[src/rtl/fetch_stage_pkg.sv]
// Shared fetch-stage constants, stat codes and the D register bundle.
package fetch_stage_pkg;

   localparam logic [3:0] I_HALT   = 4'h0;
   localparam logic [3:0] I_NOP    = 4'h1;
   localparam logic [3:0] I_RRMOVQ = 4'h2;
   localparam logic [3:0] I_IRMOVQ = 4'h3;
   localparam logic [3:0] I_RMMOVQ = 4'h4;
   localparam logic [3:0] I_MRMOVQ = 4'h5;
   localparam logic [3:0] I_OPQ    = 4'h6;
   localparam logic [3:0] I_JXX    = 4'h7;
   localparam logic [3:0] I_CALL   = 4'h8;
   localparam logic [3:0] I_RET    = 4'h9;
   localparam logic [3:0] I_PUSHQ  = 4'hA;
   localparam logic [3:0] I_POPQ   = 4'hB;

   localparam logic [3:0] S_AOK = 4'd1;
   localparam logic [3:0] S_HLT = 4'd2;
   localparam logic [3:0] S_ADR = 4'd3;
   localparam logic [3:0] S_INS = 4'd4;

   localparam logic [3:0]  R_NONE   = 4'hF;
   localparam logic [63:0] IMEM_MAX = 64'd1023;

   typedef struct packed {
      logic [3:0]  stat;
      logic [3:0]  icode;
      logic [3:0]  ifun;
      logic [3:0]  rA;
      logic [3:0]  rB;
      logic [63:0] valC;
      logic [63:0] valP;
   } d_reg_t;

   localparam d_reg_t D_BUBBLE = '{
      stat:  S_AOK,
      icode: I_NOP,
      ifun:  4'h0,
      rA:    R_NONE,
      rB:    R_NONE,
      valC:  64'd0,
      valP:  64'd0
   };

endpackage

[src/rtl/fetch_stage_if.sv]
// Fetch-stage bus: PC feedback, instruction bytes, control and D outputs.
interface fetch_stage_if;
   logic [63:0]        F_predPC;
   logic [79:0]        current_instruction;
   logic [3:0]         M_icode;
   logic [3:0]         W_icode;
   logic               M_Cnd;
   logic signed [63:0] M_valA;
   logic signed [63:0] W_valM;
   logic               F_stall;
   logic               D_stall;
   logic               D_bubble;
   logic [63:0]        f_predPC;
   logic [3:0]         D_stat;
   logic [3:0]         D_icode;
   logic [3:0]         D_ifun;
   logic [3:0]         D_rA;
   logic [3:0]         D_rB;
   logic [63:0]        D_valC;
   logic [63:0]        D_valP;

   modport master (
      output F_predPC, current_instruction,
      output M_icode, W_icode, M_Cnd, M_valA, W_valM,
      output F_stall, D_stall, D_bubble,
      input  f_predPC, D_stat, D_icode, D_ifun,
      input  D_rA, D_rB, D_valC, D_valP
   );

   modport slave (
      input  F_predPC, current_instruction,
      input  M_icode, W_icode, M_Cnd, M_valA, W_valM,
      input  F_stall, D_stall, D_bubble,
      output f_predPC, D_stat, D_icode, D_ifun,
      output D_rA, D_rB, D_valC, D_valP
   );
endinterface

[src/rtl/fetch_decode.sv]
// Combinational instruction split, length decode, valC/valP and status.
module fetch_decode
   import fetch_stage_pkg::*;
(
   input  logic [63:0] pc_i,
   input  logic [79:0] instr_i,
   output d_reg_t      dec_o
);

   logic [7:0]  byte_w [10];
   logic        need_regids;
   logic        need_valC;
   logic        valid;
   logic [3:0]  icode;
   logic [63:0] valC;

   always_comb begin
      for (int i = 0; i < 10; i++)
         byte_w[i] = instr_i[79-8*i -: 8];
   end

   assign icode = byte_w[0][7:4];
   assign valid = (icode <= I_POPQ);

   assign need_regids = icode inside {
      I_RRMOVQ, I_IRMOVQ, I_RMMOVQ, I_MRMOVQ,
      I_OPQ, I_PUSHQ, I_POPQ};

   assign need_valC = icode inside {
      I_IRMOVQ, I_RMMOVQ, I_MRMOVQ, I_JXX, I_CALL};

   // Little-endian constant; starts one byte later when regids present.
   always_comb begin
      valC = 64'd0;
      if (need_valC) begin
         for (int k = 0; k < 8; k++)
            valC[8*k +: 8] = need_regids ? byte_w[k+2] : byte_w[k+1];
      end
   end

   always_comb begin
      dec_o       = D_BUBBLE;
      dec_o.icode = icode;
      dec_o.ifun  = byte_w[0][3:0];
      dec_o.rA    = need_regids ? byte_w[1][7:4] : R_NONE;
      dec_o.rB    = need_regids ? byte_w[1][3:0] : R_NONE;
      dec_o.valC  = valC;
      dec_o.valP  = pc_i + 64'd1
                  + {63'd0, need_regids}
                  + (need_valC ? 64'd8 : 64'd0);
      unique case (1'b1)
         (pc_i > IMEM_MAX):  dec_o.stat = S_ADR;
         (!valid):           dec_o.stat = S_INS;
         (icode == I_HALT):  dec_o.stat = S_HLT;
         default:            dec_o.stat = S_AOK;
      endcase
   end

endmodule

[src/rtl/fetch_stage.sv]
// Fetch stage: PC select, decode, next-PC prediction and the D register.
module fetch_stage
   import fetch_stage_pkg::*;
(
   input  logic         clk,
   input  logic         rst,
   fetch_stage_if.slave bus
);

   logic [63:0] f_pc;
   d_reg_t      dec;
   d_reg_t      d_d;
   d_reg_t      d_q;

   // A not-taken jump in M outranks a returning RET in W.
   always_comb begin
      if (bus.M_icode == I_JXX && !bus.M_Cnd)
         f_pc = bus.M_valA;
      else if (bus.W_icode == I_RET)
         f_pc = bus.W_valM;
      else
         f_pc = bus.F_predPC;
   end

   fetch_decode u_decode (
      .pc_i    (f_pc),
      .instr_i (bus.current_instruction),
      .dec_o   (dec)
   );

   always_comb begin
      if (bus.F_stall)
         bus.f_predPC = bus.F_predPC;
      else if (dec.icode == I_JXX || dec.icode == I_CALL)
         bus.f_predPC = dec.valC;
      else
         bus.f_predPC = dec.valP;
   end

   always_comb begin
      d_d = d_q;
      if (bus.D_bubble)
         d_d = D_BUBBLE;
      else if (!bus.D_stall)
         d_d = dec;
   end

   always_ff @(posedge clk or posedge rst) begin
      if (rst)
         d_q <= D_BUBBLE;
      else
         d_q <= d_d;
   end

   assign bus.D_stat  = d_q.stat;
   assign bus.D_icode = d_q.icode;
   assign bus.D_ifun  = d_q.ifun;
   assign bus.D_rA    = d_q.rA;
   assign bus.D_rB    = d_q.rB;
   assign bus.D_valC  = d_q.valC;
   assign bus.D_valP  = d_q.valP;

endmodule

[src/flat_wrapper.sv]
// flat-port wrapper written by rule: the top's interface ports become plain ports
module fetch_stage_flat import fetch_stage_pkg::*;
  (clk, rst, bus_F_predPC, bus_current_instruction, bus_M_icode, bus_W_icode, bus_M_Cnd, bus_M_valA, bus_W_valM, bus_F_stall, bus_D_stall, bus_D_bubble, bus_f_predPC, bus_D_stat, bus_D_icode, bus_D_ifun, bus_D_rA, bus_D_rB, bus_D_valC, bus_D_valP);
  fetch_stage_if bus_i ();
  input  logic clk;
  input  logic rst;
  input wire logic [$bits(bus_i.F_predPC)-1:0] bus_F_predPC;
  input wire logic [$bits(bus_i.current_instruction)-1:0] bus_current_instruction;
  input wire logic [$bits(bus_i.M_icode)-1:0] bus_M_icode;
  input wire logic [$bits(bus_i.W_icode)-1:0] bus_W_icode;
  input wire logic [$bits(bus_i.M_Cnd)-1:0] bus_M_Cnd;
  input wire logic [$bits(bus_i.M_valA)-1:0] bus_M_valA;
  input wire logic [$bits(bus_i.W_valM)-1:0] bus_W_valM;
  input wire logic [$bits(bus_i.F_stall)-1:0] bus_F_stall;
  input wire logic [$bits(bus_i.D_stall)-1:0] bus_D_stall;
  input wire logic [$bits(bus_i.D_bubble)-1:0] bus_D_bubble;
  output wire logic [$bits(bus_i.f_predPC)-1:0] bus_f_predPC;
  output wire logic [$bits(bus_i.D_stat)-1:0] bus_D_stat;
  output wire logic [$bits(bus_i.D_icode)-1:0] bus_D_icode;
  output wire logic [$bits(bus_i.D_ifun)-1:0] bus_D_ifun;
  output wire logic [$bits(bus_i.D_rA)-1:0] bus_D_rA;
  output wire logic [$bits(bus_i.D_rB)-1:0] bus_D_rB;
  output wire logic [$bits(bus_i.D_valC)-1:0] bus_D_valC;
  output wire logic [$bits(bus_i.D_valP)-1:0] bus_D_valP;
  assign bus_i.F_predPC = bus_F_predPC;
  assign bus_i.current_instruction = bus_current_instruction;
  assign bus_i.M_icode = bus_M_icode;
  assign bus_i.W_icode = bus_W_icode;
  assign bus_i.M_Cnd = bus_M_Cnd;
  assign bus_i.M_valA = bus_M_valA;
  assign bus_i.W_valM = bus_W_valM;
  assign bus_i.F_stall = bus_F_stall;
  assign bus_i.D_stall = bus_D_stall;
  assign bus_i.D_bubble = bus_D_bubble;
  assign bus_f_predPC = bus_i.f_predPC;
  assign bus_D_stat = bus_i.D_stat;
  assign bus_D_icode = bus_i.D_icode;
  assign bus_D_ifun = bus_i.D_ifun;
  assign bus_D_rA = bus_i.D_rA;
  assign bus_D_rB = bus_i.D_rB;
  assign bus_D_valC = bus_i.D_valC;
  assign bus_D_valP = bus_i.D_valP;
  fetch_stage u_core (.clk(clk), .rst(rst), .bus(bus_i));
endmodule
[config.mk]
export PLATFORM = sky130hd
export DESIGN_NAME = fetch_stage_flat
export DESIGN_NICKNAME = d
export VERILOG_FILES = /design/src/rtl/fetch_stage_pkg.sv /design/src/rtl/fetch_stage_if.sv /design/src/rtl/fetch_decode.sv /design/src/rtl/fetch_stage.sv /design/src/flat_wrapper.sv
export SDC_FILE = /design/constraint.sdc
export NUM_CORES = 1
export LEC_CHECK = 0
export ABC_AREA = 0
export CAP_MARGIN = 10
export CORE_AREA = 2 2 194 196
export DETAILED_ROUTE_END_ITERATION = 6
export DIE_AREA = 0 0 196 198
export MAX_ROUTING_LAYER = met4
export SYNTH_ARGS = -nofsm -noshare
export SYNTH_HDL_FRONTEND = slang
export SYNTH_SLANG_ARGS = --single-unit
[constraint.sdc]
create_clock -name clk -period 10.94 [get_ports clk]
set_input_delay 2.735 -clock clk [delete_from_list [all_inputs] [get_ports clk]]
set_output_delay 2.735 -clock clk [all_outputs]
set_load 0.02 [all_outputs]
Yosys cells after proc, flatten, opt, wreduce, memory -nomap -nowiden
Index checks and enable logic that the tools add are counted.
{ "classes": {"muxes": 19, "reduce_logical": 7, "add_sub_neg": 3, "magnitude_cmp": 2, "eq_ne": 12} }
{ "op_table": {"columns": ["op", "count"], "rows": [
  ["64-bit 2-to-1 mux", 5],
  ["148-bit 2-to-1 mux", 2],
  ["64-bit by 1-bit adder with 64-bit output", 1],
  ["64-bit by 1-bit adder with 64-bit output, second input constant", 1],
  ["64-bit by 4-bit adder with 64-bit output", 1],
  ["64-bit by 10-bit > comparator with 1-bit output, second input constant", 1],
  ["8-bit 2-to-1 mux", 8],
  ["4-bit by 3-bit equality test with 1-bit output, second input constant", 5],
  ["4-bit equality test, second input constant", 4],
  ["4-bit 2-to-1 mux", 3],
  ["3-bit one-hot mux with 3 select lines", 1],
  ["4-bit by 2-bit equality test with 1-bit output, second input constant", 2],
  ["7-bit nonzero test", 1],
  ["5-bit nonzero test", 1],
  ["4-bit less-or-equal comparator, second input constant", 1],
  ["4-bit zero test", 1],
  ["1-bit zero test", 2],
  ["2-bit by 1-bit != test with 1-bit output, second input constant", 1],
  ["1-bit logical AND", 1],
  ["1-bit logical OR", 1]
]} }
{ "word_totals": {"out_inout_bits": 212, "word_cells": 50, "inputBits": 286, "reg_bits": 148} }

Longest topological paths before layout
{ "logic_depth": {"depth_word": 8, "depth_mapped": 22, "depth_no_buf": 16} }

By module
Synthesis repeated with hierarchy kept, for this count alone.
{ "hier_totals": {"cells_unflattened": 1398, "area_unflattened_um2": 11893.9} }
{ "by_module_without_submodules": {"columns": ["mod", "area_each_um2", "seq_area_each_um2", "cells_each", "n_inst"], "rows": [
  ["fetch_stage", 9290.2, 3716.1, 924, 1],
  ["fetch_decode", 2603.7, 0.0, 474, 1]
]} }

Least setup slack after synthesis
No wires, ideal clock.
{ "synth_timing": {"path_type": "input to output", "startpoint": "input port bus_M_icode[3]", "endpoint": "output port bus_f_predPC[60]", "required_ns": 8.205, "slack_ns": 1.365, "arrival_ns": 6.840, "cell_stages": 20, "n_path_buf": 6, "cell_sequence": "nand2b_1 > buf_2 > nor2_4 > buf_2 > buf_2 > buf_1 > buf_1 > a21oi_1 > ha_1 > inv_1 > ha_1 > nand2_1 > o311a_1 > nor4_2 > nand4_1 > nor4bb_1 > buf_2 > nand4b_1 > xnor2_1 > o221ai_1"} }
{ "synth_via": {"elab_chain_cells": 8} }
{ "synth_rtl": {"columns": ["item", "line", "text"], "rows": [
  ["start, declared", "flat_wrapper.sv:9", "input wire logic [$bits(bus_i.M_icode)-1:0] bus_M_icode;"],
  ["4-bit by 3-bit equality test with 1-bit output", "fetch_stage.sv:17", "if (bus.M_icode == I_JXX && !bus.M_Cnd)"],
  ["1-bit logical AND", "fetch_stage.sv:17", null],
  ["64-bit 2-to-1 mux", "fetch_stage.sv:17", null],
  ["64-bit by 1-bit adder with 64-bit output", "fetch_decode.sv:48", "dec_o.valP = pc_i + 64'd1"],
  ["64-bit by 1-bit adder with 64-bit output", "fetch_decode.sv:49", "+ {63'd0, need_regids}"],
  ["64-bit by 4-bit adder with 64-bit output", "fetch_decode.sv:50", "+ (need_valC ? 64'd8 : 64'd0);"],
  ["64-bit 2-to-1 mux", "fetch_stage.sv:34", "else if (dec.icode == I_JXX || dec.icode == I_CALL)"],
  ["64-bit 2-to-1 mux", "fetch_stage.sv:32", "if (bus.F_stall)"],
  ["end, declared", "flat_wrapper.sv:17", "output wire logic [$bits(bus_i.f_predPC)-1:0] bus_f_predPC;"]
]} }
No other way between the ends.

Worst setup path in the final report
{ "layout_timing": {"startpoint": "input port bus_M_icode[0]", "endpoint": "output port bus_f_predPC[56]"} }
The elaborated chain is that of the path after synthesis.

==> impl_metrics.tcl <==
set metrics [dict create \
    status "finished, final reports clean" \
    worst_r2r_endpoint "u_core.bus.D_rA[0]$_DFFE_PP1P_" \
    worst_ep_arrival_time_ns 7.65 \
    clock_group_share_of_total_power_pct 33.5 \
    slew_headroom_pct 33.0 \
    critical-path-top-delay-family "simple AND/OR/NAND/NOR gates" \
    synthesis.area_per_instance_um2 7.29 \
    layout-area-overhead-vs-synth_pct 48.2 \
    min-delay-path-class "reg -> reg" \
    critPathMaxStageDelay_ns 0.57 \
    dieHeight_um 198 \
    hold-path-cell-count 2 \
    timing.rr.start "u_core.bus.D_rA[0]$_DFFE_PP1P_" \
    drcViolationCount 0 \
    sw_frac_of_total_pct 36.0 \
    design_area_um2 17700 \
    grt_usage_pct 33.5 \
    root_buffer "sky130_fd_sc_hd__clkbuf_16" \
    power.static_leakage_uw 0.00729 \
    nets_final 2335 \
    min_from "u_core.bus.D_valC[60]$_DFFE_PP0P_" \
    firstDrtPassIters 7 \
    synth.ff_latch_count 147 \
    cts.htree.levels 4 \
    yosysWarnings 0 \
    multi_input_comb_area_um2 7630 \
    grt_max_degree 92 \
    period_utilisation_layout_pct 94.9 \
    crit_path_cell_trace "clkdlybuf4s50_1 > nand3b_4 > nor2_4 > a21oi_1 > ha_1 > inv_1 > ha_1 > and3_1 > nand3_1 > o311a_1 > nor4_2 > nand4_1 > nor4bb_1 > buf_4 > nand3b_1 > xnor2_1 > o221ai_1 > clkdlybuf4s50_1" \
    die-area_um2 38800 \
    final-setup-viol-count 0 \
    worstSetupEndpointType "output port" \
    cts.repair_timing.setup_buffer_count 0 \
    timing.critical_path.required_ns 8.21 \
    hold_buffers 0 \
    initial_utilization_pct 32.4 \
    number_of_enable_flip_flop_cells_after_synthesis 0 \
    final-seq-area_um2 3690 \
    fillers 3727 \
    final.min_clock_period_ns 10.39 \
    net-switching-power_uw 673 \
    critical_setup_path_class "in -> out" \
    numCtsBuffers 17 \
    post-place-ws_ns 0.623 \
    peakVddDrop_uv 109 \
    final.setup_skew_ns 0 \
    critPathBufInv 4 \
    post_cts.resized_instances 0 \
    post_drt_via_cell_ratio 5.59 \
    post_synth_instance_area_um2 12000 \
    cts.reportedPaths.clkPinSlew_ns 0.07 \
    sinks_on_the_clock_net 147 \
    fmax_mhz 96.3 \
    worstSetupStartpointType "input port" \
    number_of_antenna_violations_at_the_first_check_in_global_routing 10 \
    grt_pass1_wl_mm 93.1 \
    synth_fp_nets 1928 \
    die_x_um 196 \
    fin_tns_setup_ns 0 \
    critical_path.slowest_cell "sky130_fd_sc_hd__clkdlybuf4s50_1" \
    synth_cell_type_count 71 \
    r2r_setup_slack_ns 10.08 \
    timing.critical_path.fanout_max 23 \
    final_core_util_pct 47.9 \
    worstMarginPinSlew_ns 1.00 \
    avgRoutedWirePerCell_um 25.4 \
    number_of_instances_in_the_synthesized_netlist 1639 \
    drv.max_cap_violation_count 0 \
    power.density_cell_area_nw_per_um2 105 \
    grt-ovfl-total 0 \
    fin_ws_ns 0.555 \
    power.share.sequential_pct 31.4 \
    dpl-instance-area_um2 17100 \
    synthArstFlopShare_pct 100 \
    rows 71 \
    synth_sequential_area_ratio_pct 30.9 \
    vias_in_the_first_global_route 14200 \
    drtIter0Drc 1180 \
    finalWirelength_mm 64.7 \
    synthFlopType "sky130_fd_sc_hd__dfrtp_1" \
    dp_hpwl_mm 49.3 \
    finalWeightedCongestion 0.942 \
    post-place-cells 2501 \
    max-clock-path-buffers 2 \
    post_route_cells_drive_above_1_share_pct 7.53 \
    report.final.hold_viol_count 0 \
    maxSlewViolCount 0 \
    route.antenna.remaining_nets 0 \
    via_count 14200 \
    port_buffers 496 \
    hold_path_end "u_core.bus.D_valC[60]$_DFFE_PP0P_" \
    comb_power_share_pct 35.1 \
    p_int_uw 1200 \
    top_level_ports 498 \
    clock_latency_ns 0.45 \
    tritoncts "done" \
    worst_r2r_path_depth 2 \
    rsz0062_at_grt "no" \
    final-instance-count-excl-fill 2543 \
    core_area_um2 37000 \
]
==> final cells by class <==
type	count	share of cell area [%]
Multi-Input combinational cell	1349	43.1
Timing Repair Buffer	520	29.0
Sequential cell	147	20.8
Tap cell	474	3.35
Clock buffer	18	2.48
Clock inverter	14	0.847
Inverter	11	0.275
Antenna cell	10	0.141
==> per-stage QoR <==
stage	power [µW]	hold slack, ns
2_1_floorplan	912	0.550
3_3_place_gp	1250	0.496
3_5_place_dp	1250	0.505
4_1_cts	1870	0.522
5_1_grt	1940	0.541
6_report	1870	0.515
==> worst max path at each step <==
stage	cells past startpoint	to	start	slack, ns
CTS	18	bus_f_predPC[56]	bus_M_icode[0]	0.62
finish	18	bus_f_predPC[56]	bus_M_icode[0]	0.55
global placement	18	bus_f_predPC[56]	bus_M_icode[0]	0.73
global route	18	bus_f_predPC[60]	bus_M_icode[0]	0.33
floorplan	20	bus_f_predPC[60]	bus_M_icode[3]	1.37
detailed placement	18	bus_f_predPC[56]	bus_M_icode[0]	0.62
==> cell families after synthesis <==
kind of cell / Yosys count / share of synthesized area [%]
adder cells (fa/ha/maj): 3 / 0.314
other: 1 / 0.0314
flip-flops: 147 / 30.9
AO/OA/AOI/OAI: 341 / 17.2
XOR/XNOR: 59 / 4.32
multiplexers: 114 / 9.68
AND/OR/NAND/NOR: 831 / 32.0
buffers and inverters: 143 / 5.64
==> synthesized netlist by cell type (10+ instances only) <==
| cell | number | area [µm²] |
|---|---|---|
| sky130_fd_sc_hd__mux2i_1 | 103 | 1030 |
| sky130_fd_sc_hd__buf_2 | 13 | 65.1 |
| sky130_fd_sc_hd__and3_1 | 15 | 93.8 |
| sky130_fd_sc_hd__dfstp_2 | 10 | 263 |
| sky130_fd_sc_hd__xnor2_1 | 43 | 377 |
| sky130_fd_sc_hd__o21ai_1 | 12 | 60.1 |
| sky130_fd_sc_hd__nor4_1 | 13 | 81.3 |
| sky130_fd_sc_hd__nand3_1 | 39 | 195 |
| sky130_fd_sc_hd__dfrtp_1 | 137 | 3430 |
| sky130_fd_sc_hd__o21ai_0 | 46 | 230 |
| sky130_fd_sc_hd__a211oi_1 | 15 | 113 |
| sky130_fd_sc_hd__nor3_1 | 117 | 586 |
| sky130_fd_sc_hd__buf_1 | 18 | 67.6 |
| sky130_fd_sc_hd__a21oi_1 | 192 | 961 |
| sky130_fd_sc_hd__a31o_2 | 30 | 263 |
| sky130_fd_sc_hd__nand4_1 | 26 | 163 |
| sky130_fd_sc_hd__nand2_1 | 368 | 1380 |
| sky130_fd_sc_hd__nor2_1 | 196 | 736 |
| sky130_fd_sc_hd__buf_4 | 11 | 82.6 |
| sky130_fd_sc_hd__xor2_1 | 16 | 140 |
| sky130_fd_sc_hd__clkbuf_1 | 81 | 304 |
==> flip-flops by register name, indices dropped and copies added (netlist names) <==
name                cells
u_core.bus.D_icode      4
u_core.bus.D_valC      64
u_core.bus.D_rA         4
u_core.bus.D_ifun       4
u_core.bus.D_valP      64
u_core.bus.D_stat       3
u_core.bus.D_rB         4
==> layer usage <==
layer | vias up | routed length (µm) | global-route usage [%]
met4 | 0 | 2730 | 14.0
met1 | 6917 | 25600 | 38.8
met2 | 654 | 32200 | 57.2
li1 | 6547 | - | -
met3 | 108 | 4160 | 6.22
met5 | - | 0 | -
==> cells in the final DEF, fill, tap and decap left out, drive strengths merged, types with 28 or more instances in the layout <==
master and n:
clkdlybuf4s50 489, nand2 370, nor2 197, a21oi 192
dfrtp 137, nor3 119, mux2i 104, o21ai 58
xnor2 43, nand3 39, a31o 36, buf 31
nand4 28
==> power groups by stage <==
stage	Clock (µW)	Sequential (µW)	Combinational (µW)
floorplan	0	627	285
global placement	0	595	651
detailed placement	0	596	650
CTS	634	587	654
global route	656	589	694
finish	626	587	656
==> tightest hold or removal path, cell delays in order (launching register included) <==
cell                      delay, ns
sky130_fd_sc_hd__dfrtp_1       0.34
sky130_fd_sc_hd__a21oi_1       0.07
sky130_fd_sc_hd__nor2_1        0.07
Power figures use the tool's default switching activity.
